**src/rtl/wbc_irq_src.sv**
```systemverilog
// Per-channel vectored interrupt request source with ack handshake.
// An arm edge while a request is acknowledged is held in pend and re-requested.
module wbc_irq_src #(
  parameter int          N   = 2,
  parameter logic [15:0] VEC = 16'o000060
) (
  input  logic          wb_clk_i,
  input  logic          wb_rst_n_i,
  input  logic          init,
  input  logic [N-1:0]  ready,
  input  logic [N-1:0]  ie,
  input  logic [N-1:0]  iack,
  output logic [N-1:0]  ireq,
  output logic [N*16-1:0] ivec,
  output logic [N-1:0]  pend
);

  typedef enum logic [1:0] {
    IDLE = 2'd0,
    PEND = 2'd1,
    ACKD = 2'd2
  } st_e;

  for (genvar g = 0; g < N; g++) begin : g_ch
    localparam logic [15:0] LANE =
      (VEC + 16'(4 * g)) & 16'hfffc;

    st_e  st_q;
    logic arm;
    logic arm_q;
    logic trig;
    logic pnxt;
    logic ireq_q;
    logic pend_q;

    assign arm  = ready[g] & ie[g];
    assign trig = arm & ~arm_q;
    assign pnxt = (pend_q | trig) & ie[g];

    always_ff @(posedge wb_clk_i or negedge wb_rst_n_i) begin
      if (!wb_rst_n_i) begin
        st_q   <= IDLE;
        arm_q  <= 1'b0;
        ireq_q <= 1'b0;
        pend_q <= 1'b0;
      end else if (init) begin
        st_q   <= IDLE;
        arm_q  <= 1'b0;
        ireq_q <= 1'b0;
        pend_q <= 1'b0;
      end else begin
        arm_q <= arm;
        unique case (st_q)
          IDLE: begin
            if (trig) begin
              st_q   <= PEND;
              ireq_q <= 1'b1;
            end
          end
          PEND: begin
            // an ack already accepted wins over a late ie drop
            if (iack[g]) begin
              st_q   <= ACKD;
              ireq_q <= 1'b0;
              pend_q <= trig;
            end else if (!ie[g]) begin
              st_q   <= IDLE;
              ireq_q <= 1'b0;
            end
          end
          ACKD: begin
            if (!iack[g]) begin
              pend_q <= 1'b0;
              if (pnxt) begin
                st_q   <= PEND;
                ireq_q <= 1'b1;
              end else begin
                st_q <= IDLE;
              end
            end else begin
              pend_q <= pnxt;
            end
          end
          default: begin
            st_q   <= IDLE;
            ireq_q <= 1'b0;
            pend_q <= 1'b0;
          end
        endcase
      end
    end

    assign ireq[g]            = ireq_q;
    assign pend[g]            = pend_q;
    assign ivec[16*g +: 16]   = LANE;
  end

endmodule

```
**config.mk**
```make
export PLATFORM = sky130hd
export DESIGN_NAME = wbc_irq_src
export DESIGN_NICKNAME = d
export VERILOG_FILES = /design/src/rtl/wbc_irq_src.sv
export SDC_FILE = /design/constraint.sdc
export NUM_CORES = 1
export LEC_CHECK = 0
export CORE_MARGIN = 5
export CORE_UTILIZATION = 41
export CTS_CLUSTER_DIAMETER = 60
export DETAILED_ROUTE_END_ITERATION = 8
export PLACE_DENSITY = 0.85
export SLEW_MARGIN = 30
export SYNTH_ARGS = -nofsm -noshare
export SYNTH_HDL_FRONTEND = slang
export SYNTH_SLANG_ARGS = --single-unit
```
**constraint.sdc**
```tcl
create_clock -name wb_clk_i -period 2.3 [get_ports wb_clk_i]
set_input_delay 0.46 -clock wb_clk_i [delete_from_list [all_inputs] [get_ports wb_clk_i]]
set_output_delay 0.46 -clock wb_clk_i [all_outputs]
set_load 0.02 [all_outputs]
```
==> run summary, run 1 <==
Power
* **total power per unit cell area** 711 mW/mm²
* **register share of total power** 32.9%
* **internal power consumption** 0.436 mW
* **clock network fraction of design power** 22.8%
* **VDD IR max** 262 µV
* **Logic pwr share** 44.3%
* **proportion of total power due to net switching** 38.9%
* **leakage power** 0.489 nW
* **switching power** 0.277 mW

Synth
* **async set or reset register ratio after synthesis** 100%
* **EDFF count, synth** 0
* **number of warnings issued by yosys** 0
* **post-synthesis register bit count** 10
* **ys flop type** dfrtp_1
* **number of distinct library cells after synthesis** 23
* **summed instance area of the synthesized netlist** 957 µm²
* **library cell occupying the most area in the post-synthesis netlist** buf_4
* **main area contributors after synthesis** buf_4, dfrtp_1, ha_1
* **area share of the leading cell type in the synthesized netlist** 28.2%
* **cell with the most instances after synthesis** buf_4
* **number of cells produced by synthesis** 113
* **part of the Yosys area used for sequential elements** 26.1%
* **Post-Synthesis Mean Instance Area** 8.47 µm²
* **commonest cells in the synthesized netlist** buf_4, a21oi_1, dfrtp_1

STA
* **RSZ-0062 raised after global routing** no
* **hold violation total from the final report** 0
* **number of failing setup endpoints in the final timing report** 0
* **count of final max-slew check failures** 0
* **post-route minimum period** 1.93 ns
* **Hold Worst Slack** 0.488 ns
* **timing-limited maximum frequency** 519 MHz
* **post-route clock period utilization** 83.7%
* **final total negative setup slack** 0 ns
* **Layout Skew** 0.00862 ns

Min path
* **Hold Crit Start** g_ch[0].ireq_q
* **Worst Hold End** g_ch[0].ireq_q
* **Worst Hold Class** reg -> reg
* **number of cells on the worst hold path** 1

Global routing
* **largest net degree at the start of global routing** 13
* **wire length of the first global-routing pass** 2750 µm
* **number of global-route vias before repair** 660
* **Congestion Overflow GR** 0
* **antenna violations before repair** 0
* **overall routing resource usage** 10.5%

Setup path
* **Worst Setup Path Type** reg -> reg
* **Worst setup SP type** register
* **Buffers & Inverters on Critical Path** 1
* **library cell contributing the largest single delay on the critical path** or4b_1
* **worst-case register-to-register setup slack** 0.37 ns
* **worst path cell trace** inv_1 > ha_1 > and3b_1 > a221o_1 > or4b_1 > a21oi_1
* **endpoint class of the critical path** register
* **peak per-stage delay on the critical path** 0.47 ns
* **reg2reg end** g_ch[0].st_q[1]
* **CP delay by family, top** simple AND/OR/NAND/NOR gates
* **data arrival time of the critical path** 2.12 ns
* **startpoint of the worst-slack reg-to-reg timing path** g_ch[0].st_q[1]
* **Register-to-Register Path Depth** 6
* **Worst Path Required** 2.49 ns
* **maximum net fanout on the critical path** 4

Finish
* **area added between synthesis and finish** 4.71%
* **final cell utilization of the core** 45.3%
* **final-stage net count** 142
* **total inserted antenna cells** 0
* **layout cell share with drive strength beyond 1** 6.45%

Clocking
* **number of buffers inserted by post-CTS setup repair** 0
* **TritonCTS Buffers** 3
* **Clock Latency Late Sink** 0.27 ns
* **H-tree level count** 1
* **clock edge transition at the registers on the reported setup and hold paths** 0.07 ns
* **number of buffers on the longest clock path** 2
* **cts-stage hold buffer count** 0
* **Clock Root Buffer** clkbuf_4
* **number of gates resized after cts** 0
* **Num Clock Sinks** 10
* **CTS tree** yes

Die
* **floorplan die area** 0.00340 mm²
* **number of top-level pins** 45
* **die width** 58.3 µm
* **Initial Utilization** 43.3%
* **standard-cell rows** 17
* **Std-Cell Core Area** 0.00221 mm²
* **Vert. Die Dim** 58.3 µm

Routing
* **total iterations of the first detailed-routing run** 4
* **Residual DRC** 0
* **final wirelength** 1750 µm
* **WL per Instance** 11.5 µm
* **DR vias** 698
* **Via density** 4.59
* **Iter 0 DRT Violations** 13
* **post-route antenna net violation count** 0

Placed design
* **buffers added on ports** 12
* **dpl hpwl** 1420 µm
* **final weighted congestion of routability-driven global placement** 0.830

Status
* **status** complete, no violations

Run
* **number of max-capacitance violations reported** 0

per-layer routing:
metal,GRT usage [%],share of wire (%),vias to the layer above
met4,9.60,4.5,0
met2,18.0,49,32
met1,10.7,37,323
met5,0,0,-
met3,1.75,9.7,7
li1,-,-,336
cell families after synthesis:
group,Yosys count,synth area share [%]
compound gates,22,14.5
buf+inv,43,31.0
simple gates,27,15.9
fa+ha+maj,8,10.5
flops,10,26.1
other cells,2,0.785
mux,1,1.18
worst max path at each step:
stage / slack [ns] / start / depth (start not counted) / to
finish: 0.37 / g_ch[0].st_q[1] / 6 / g_ch[0].st_q[1]
global route: 0.31 / g_ch[0].st_q[1] / 7 / g_ch[0].st_q[0]
CTS: 0.38 / g_ch[0].st_q[1] / 6 / g_ch[0].st_q[1]
detailed placement: 0.12 / ie[0] / 5 / g_ch[0].st_q[1]
global placement: 0.15 / iack[1] / 5 / g_ch[1].ireq_q
floorplan: 0.52 / g_ch[0].st_q[1] / 6 / g_ch[0].st_q[1]
registers in the layout (all words and copies together), names as in the netlist:
name and cells:
g_ch.ireq_q 2, g_ch.arm_q 2, g_ch.st_q 4, g_ch.pend_q 2
layout by cell type, fill, tap and decap left out, types with 2 or more instances in the layout:
cell and n:
clkbuf_4 3, nor2b_1 4, a21oi_1 10, conb_1 32
dfrtp_1 10, buf_4 2, nor2_1 5, or3_1 3
ha_1 8, clkdlybuf4s50_1 12, nand2_1 6, inv_1 6
o21ai_0 4, o211ai_1 2, a221o_1 2, o21a_1 2
nand3b_1 4, and3b_1 2
through the flow:
step / cells / setup slack, ns / power (mW) / cell area (µm²)
CTS: 152 / 0.377 / 0.720 / 1000
global placement: 148 / 0.149 / 0.536 / 966
floorplan: 143 / 0.518 / 0.514 / 1070
detailed placement: 148 / 0.123 / 0.553 / 966
finish: 152 / 0.375 / 0.713 / 1000
global route: 152 / 0.310 / 0.768 / 1000
cell type report:
cell class	instances	area, µm²
flip-flops and latches	10	250
multi-input cells	90	523
inverters	6	22.5
well taps	28	35.0
repair buffers	14	135
fillers	215	1210
clock buffers	4	36.3
power groups by stage:
| stage | Clock (mW) | Sequential, mW | Combinational (mW) |
|---|---|---|---|
| after global routing | 0.177 | 0.240 | 0.351 |
| after global placement | 0 | 0.234 | 0.303 |
| after floorplan | 0 | 0.229 | 0.285 |
| final | 0.162 | 0.234 | 0.316 |
| after CTS | 0.169 | 0.235 | 0.316 |
| after detailed placement | 0 | 0.239 | 0.314 |
(Power assumes the default switching activity.)
==> run 2, diff against run 1 <==
- CORE_UTILIZATION: 41 -> 37
- PLACE_DENSITY: 0.85 -> 0.81
- clock period: 2.3 -> 1.55 ns (I/O delays scaled with it)
==> run summary, run 2 (synthesis gave the netlist of run 1 again) <==
Status
* **status** finished, violations left
* **violations in the final reports** negative setup slack

Routing
* **post-route antenna net violation count** 0, unchanged
* **WL per Instance** 12.8 µm, +11%
* **final wirelength** 2240 µm, +28%
* **total iterations of the first detailed-routing run** 4, unchanged
* **DR vias** 820, +17%
* **Iter 0 DRT Violations** 39, +26
* **Residual DRC** 0, unchanged
* **Via density** 4.69, +2.0%

Placed design
* **dpl hpwl** 1620 µm, +14%
* **buffers added on ports** 12, unchanged
* **placed insts** 165, +11%
* **final weighted congestion of routability-driven global placement** 0.793, -4.5%

Finish
* **layout cell share with drive strength beyond 1** 32.4%, +26 points
* **commonest cells after routing, fill and taps aside** conb_1, buf_4, dfrtp_1, clkdlybuf4s50_1
* **area added between synthesis and finish** 30.2%
* **Fill cells** 236, +9.8%
* **Reg with most FFs** g_ch.st_q
* **most frequent standard cell in the layout excluding fill and tap cells** conb_1
* **total inserted antenna cells** 0, unchanged
* **non-filler instance count after layout** 175, +15%
* **flip-flop count of the largest register, all copies and words added** 4, unchanged
* **final-stage net count** 163, +15%

Clocking
* **CTS tree** yes
* **clock edge transition at the registers on the reported setup and hold paths** 0.07 ns, about the same
* **TritonCTS Buffers** 3, unchanged
* **Clock Latency Late Sink** 0.27 ns, about the same
* **H-tree level count** 1, unchanged
* **number of buffers on the longest clock path** 2, unchanged
* **Clock Root Buffer** clkbuf_4
* **Num Clock Sinks** 10, unchanged

STA
* **RSZ-0062 raised after global routing** yes
* **timing-limited maximum frequency** 548 MHz, +5.6%
* **number of failing setup endpoints in the final timing report** 5, +5
* **Hold Worst Slack** 0.348 ns, -0.141 ns
* **final total negative setup slack** -0.723 ns, -0.723 ns
* **Layout Skew** 0.0110 ns, +0.00240 ns
* **post-route minimum period** 1.82 ns, -0.102 ns
* **hold violation total from the final report** 0, unchanged
* **post-route clock period utilization** 118%, +34 points
* **crit path setup slack, layout** -0.273 ns, -0.648 ns
* **count of final max-slew check failures** 0, unchanged

Die
* **Vert. Die Dim** 60.9 µm, +4.4%
* **floorplan die area** 0.00370 mm², +8.9%
* **Initial Utilization** 38.6%, -4.6 points
* **Std-Cell Core Area** 0.00248 mm², +12%
* **standard-cell rows** 18, +1
* **die width** 60.9 µm, +4.4%
* **number of top-level pins** 45, unchanged

Global routing
* **Congestion Overflow GR** 0, unchanged
* **antenna violations before repair** 0, unchanged
* **met1 track demand over resource** 12.8%, +2.0 points
* **number of global-route vias before repair** 785, +19%
* **overall routing resource usage** 12.6%, +2.1 points
* **met3 demand-to-capacity share in global routing** 4.47%, +2.7 points
* **fraction of met2 tracks used by global routing** 22.3%, +4.3 points
* **busiest layer in global routing** met2
* **wire length of the first global-routing pass** 3350 µm, +22%
* **largest net degree at the start of global routing** 11, -2

Run
* **number of max-capacitance violations reported** 0, unchanged

Setup path
* **Worst Setup Path Type** reg -> reg
* **Worst setup SP type** register
* **Worst Path Required** 1.75 ns, -0.74 ns
* **endpoint class of the critical path** register
* **maximum net fanout on the critical path** 3, -1
* **data arrival time of the critical path** 2.03 ns, -0.09 ns

Min path
* **Worst Hold Class** in -> async

Power
* **VDD IR max** 576 µV, +120%
* **leakage power** 0.635 nW, +30%
* **total power per unit cell area** 1080 mW/mm², +52%
* **total power** 1.35 mW, +89%

==> run 2: through the flow <==
| stage | util, % | area, µm² | worst slack [ns] |
|---|---|---|---|
| 2_1_floorplan | - | 1070 | -0.187 |
| 3_3_place_gp | 43.8 | 1090 | -0.354 |
| 3_5_place_dp | 43.8 | 1090 | -0.389 |
| 4_1_cts | 48.8 | 1210 | -0.196 |
| 5_1_grt | 50.3 | 1250 | -0.333 |
| 6_report | 50.3 | 1250 | -0.273 |
==> run 2: timing repair <==
item                                    CTS  global route
pin swaps                                 1             4
endpoints found under the setup margin    9             9
resized for setup                        13            12
gates cloned                              0             0
buffers inserted                          6             0
hold buffers                              0             0
==> run 2: worst paths after layout <==
kind	from	end	slack, ns	cells after the start
hold reg to reg	g_ch[0].ireq_q	g_ch[0].ireq_q	0.52	1
setup reg to reg	g_ch[0].st_q[0]	g_ch[0].st_q[1]	-0.27	5
max in group asynchronous	wb_rst_n_i	g_ch[1].st_q[0]	0.85	1
min in group wb_clk_i	g_ch[0].ireq_q	g_ch[0].ireq_q	0.52	1
hold / removal	wb_rst_n_i	g_ch[1].ireq_q	0.35	1
setup / recovery	g_ch[0].st_q[0]	g_ch[0].st_q[1]	-0.27	5
==> run 2: critical path: stages, from the launching register on <==
cell and delay, ns:
dfrtp_2 0.44, ha_4 0.17, and3b_1 0.18, a221o_1 0.30
or4b_4 0.49, a21oi_2 0.16
==> run 2: report_power, final <==
group / leakage (nW) / internal [mW] / switching (mW)
Clock: 0.0210 / 0.143 / 0.0938
Combinational: 0.481 / 0.379 / 0.381
Sequential: 0.132 / 0.309 / 0.0447
==> run 2: final cells by class <==
| cell class | instances | area, µm² | share of cell area (%) |
|---|---|---|---|
| Multi-Input combinational cell | 90 | 602 | 48.3 |
| Timing Repair Buffer | 35 | 295 | 23.7 |
| Sequential cell | 10 | 253 | 20.3 |
| Tap cell | 30 | 37.5 | 3.01 |
| Clock buffer | 4 | 36.3 | 2.91 |
| Inverter | 6 | 22.5 | 1.81 |
==> run 2: layer usage <==
metal / vias to the layer above / wire (µm) / part of all wire (%)
li1: 375 / - / -
met1: 389 / 777 / 35
met2: 46 / 1190 / 53
met3: 10 / 216 / 9.6
met4: 0 / 65 / 2.9
met5: - / 0 / 0
==> RTL change 1, RTL diff (flow settings as in run 1) <==
Change the parameter `N` from 2 to 4.
--- a/src/rtl/wbc_irq_src.sv
+++ b/src/rtl/wbc_irq_src.sv
@@ -2,5 +2,5 @@
 // An arm edge while a request is acknowledged is held in pend and re-requested.
 module wbc_irq_src #(
-  parameter int          N   = 2,
+  parameter int          N   = 4,
   parameter logic [15:0] VEC = 16'o000060
 ) (
Interface: changed (6 resized); port bits go from 45 to 87. No check against the original RTL was run, so the function may have changed too.
==> RTL change 1 against run 1 <==
Setup slack gained 0.024 ns. Die area is 79% higher. Synthesized area rose by 99%. Design area rose by 97%. Routed wire length up 95%. Sequential cell count grew 10. Total power rose by 110%. Count of clock-buffer cells in the layout unchanged. Critical path type unchanged. Critical endpoint is now g_ch[3].st_q[1]. Largest power group unchanged.
==> RTL change 1: results (changes against run 1) <==
| Metric | Value |
|---|---|
| Synth cell types | `28 (+22%)` |
| Fin nets | `274 (+93%)` |
| Vias in the first global route | `1259 (+91%)` |
| Met3 wire length | `322 um (+91%)` |
| Crit path from | `g_ch[3].st_q[1]` |
| Worst R2R Setup Slack | `0.40 ns (+0.02 ns)` |
| CTS root buf | `clkbuf_8` |
| Layout cell share with drive strength beyond 1 | `0.0579 (-0.00666)` |
| Post-Route Utilization | `0.446 (-0.00662)` |
| Post-Layout Cell Count | `294 (+93%)` |
| Fraction of synthesized area in multiplexers | `0.0118 (+0.0000852)` |
| Largest register FFs | `8 (+4)` |
| Crit path time final | `1.90 ns (-0.0237 ns)` |
| Routed WL per cell | `11.6 um (+0.68%)` |
| Synth top cells by count | `72 x buf_4, 20 x dfrtp_1, 19 x a21oi_1, 16 x ha_1` |
| WP data arrival | `2.09 ns (-0.03 ns)` |
| Metal2 WL | `1640 um (+91%)` |
| Fin Hold WS | `0.499 ns (+0.0102 ns)` |
| Initial DRC count | `46 (+33)` |
| Status | `completed` |
| Post-synthesis compound-gate area fraction | `0.139 (-0.00619)` |
| Routed length on met1 | `1390 um (+120%)` |
| Vias per cell | `4.46 (-3.0%)` |
| Port bufs | `22 (+10)` |
| Syn_area_per_cell | `8.56 um^2 (+1.1%)` |
| Crit-path max cell delay | `0.49 ns (+0.02 ns)` |
| Worst slack, placed | `0.154 ns (+0.0311 ns)` |
| Sequential share of the synthesized area | `0.263 (+0.00189)` |
| First-pass GRT wire length | `5530 um (+100%)` |
## RTL change 1: power breakdown
group / switching, uW / internal, uW / leakage (uW) / total, uW
Combinational: 411 / 303 / 0.000661 / 713
Sequential: 61.6 / 420 / 0.000270 / 481
Clock: 120 / 152 / 0.0000288 / 272
Total: 592 / 875 / 0.000960 / 1470
## RTL change 1: worst register-to-register path: cells and delay by family (launching register included)
kind                       cells  cell delay, ns
AOI/OAI and AO/OA              2            0.43
adders and majority gates      1            0.22
buffers and inverters          1            0.09
DFF                            1            0.41
and+or+nand+nor                2            0.69
## RTL change 1: layout make-up
class | count | area, um^2 | area share
Clock buffer | 4 | 55.1 | 0.0279
Inverter | 12 | 45.0 | 0.0229
Multi-Input combinational cell | 178 | 1040 | 0.528
Sequential cell | 20 | 500 | 0.254
Tap cell | 52 | 65.1 | 0.0330
Timing Repair Buffer | 28 | 265 | 0.135
## RTL change 1: routing by layer
layer,global-route usage,vias up
li1,-,649
met1,0.130,602
met2,0.185,52
met3,0.0286,7
met4,0.0422,0
met5,0,-
==> RTL change 2, RTL diff (settings of run 1) <==
Made on the original files. The 3 values of `st_e` get a one-hot encoding in 3 bits.
--- a/src/rtl/wbc_irq_src.sv
+++ b/src/rtl/wbc_irq_src.sv
@@ -16,8 +16,8 @@
 );
 
-  typedef enum logic [1:0] {
-    IDLE = 2'd0,
-    PEND = 2'd1,
-    ACKD = 2'd2
+  typedef enum logic [2:0] {
+    IDLE = 3'b001,
+    PEND = 3'b010,
+    ACKD = 3'b100
   } st_e;
 
Behaviour: same outputs for any inputs over 10 cycles, from zero or initial values and one cycle with wb_rst_n_i low; not proved beyond that.
==> RTL change 2 against run 1 <==
Clock skew rose by 0.0012 ns. Synthesized area increased by 18%. Routed wire length grew 20%. Design area is 14% higher. Combinational power fell by 46%. Die area up 15%. Sequential share of layout area increased by 1.6 points. Sequential cell count up 2. Setup slack improved by 0.099 ns. Total power down 16%. Non-clock buffer count is 1 lower. Worst hold slack improved by 0.031 ns. Via count rose by 22%. Maximum frequency increased by 5.4%.
==> RTL change 2: results (changes against run 1) <==
| Metric | Value |
|---|---|
| Int Power | `385 uW (-12%)` |
| Peak Freq | `548 MHz (+5.4%)` |
| GR Util All Layers | `0.105 (-0.000340)` |
| CP max FO | `7 (+3)` |
| Fillers | `281 (+31%)` |
| WP data arrival | `1.37 ns (-0.75 ns)` |
| Worst r2r src | `g_ch[0].st_q[0]` |
| Worst slack, placed | `0.342 ns (+0.220 ns)` |
| Synth top area cells | `buf_4 24%, dfrtp_1 22%, dfstp_2 4.6%, nor2b_1 2.8%, buf_2 2.2%` |
| Top delay family on crit path | `buffers and inverters` |
| Vias in the first global route | `763 (+16%)` |
| Met1 Resource Use GR | `0.128 (+0.0210)` |
| Detailed-placement wirelength estimate | `1570 um (+10%)` |
| R2R Path End | `g_ch[0].pend_q` |
| Routed WL per cell | `12.5 um (+8.2%)` |
| Synth top cells by count | `36 x buf_4, 10 x dfrtp_1, 6 x inv_1, 6 x nand2_1` |
| Worst Skew | `0.00982 ns (+0.00121 ns)` |
| Leak Pwr | `0.000520 uW (+6.4%)` |
| Layout cell share with drive strength beyond 1 | `0.101 (+0.0369)` |
| Status | `completed` |
| Largest register FFs | `6 (+2)` |
| Routed via count | `849 (+22%)` |
| Synth cell types | `45 (+96%)` |
| Placed instance area | `1100 um^2 (+14%)` |
| Hold crit path type | `in -> async` |
| Worst-path clk slew | `0.09 ns (+0.02 ns)` |
| Crit path from | `g_ch[1].pend_q` |
| Placed Cells | `165 (+11%)` |
==> RTL change 2: changes by cell type after synthesis, sizes merged, moves of 3 or more <==
cell   change
ha         -8
a21oi      -6
buf        +6
a31oi      +3
and3       +3
nor2b      +3
nor3       +3
o21ai      +3
or3        -3
==> RTL change 2: routing by layer <==
layer	vias up	share of wire
met2	38	0.50
met5	-	0
met3	4	0.090
met4	0	0.015
met1	397	0.40
li1	410	-
==> RTL change 2: cell families after synthesis <==
group,after synthesis,synth area share
AND/OR/NAND/NOR,37,0.201
multiplexers,1,0.00996
flip-flops,12,0.268
other,2,0.00664
buffers and inverters,48,0.291
XOR/XNOR,2,0.0155
AO/OA/AOI/OAI,31,0.208
==> RTL change 2: through the flow <==
stage	hold WS [ns]	util
2_1_floorplan	0.164	-
3_3_place_gp	0.521	0.407
3_5_place_dp	0.529	0.407
4_1_cts	0.538	0.421
5_1_grt	0.566	0.421
6_report	0.520	0.421
==> RTL change 2: power by group through the flow <==
stage	Sequential, uW	Clock, uW	Combinational (uW)
after floorplan	243	0	183
after global placement	253	0	167
after detailed placement	253	0	170
after CTS	249	177	171
after global routing	252	184	189
final	249	174	172
==> RTL change 2: final cells by class <==
class	count	area [um^2]	share of cell area
Multi-Input combinational cell	103	612	0.537
Sequential cell	12	303	0.266
Timing Repair Buffer	13	128	0.112
Tap cell	31	38.8	0.0340
Clock buffer	4	36.3	0.0318
Inverter	6	22.5	0.0198
==> RTL change 2: worst register-to-register path, stage by stage (launching register included) <==
cell and delay, ns:
dfstp_2 0.61, nor2_1 0.09, mux2_2 0.27, a311oi_1 0.28, nor3_1 0.08
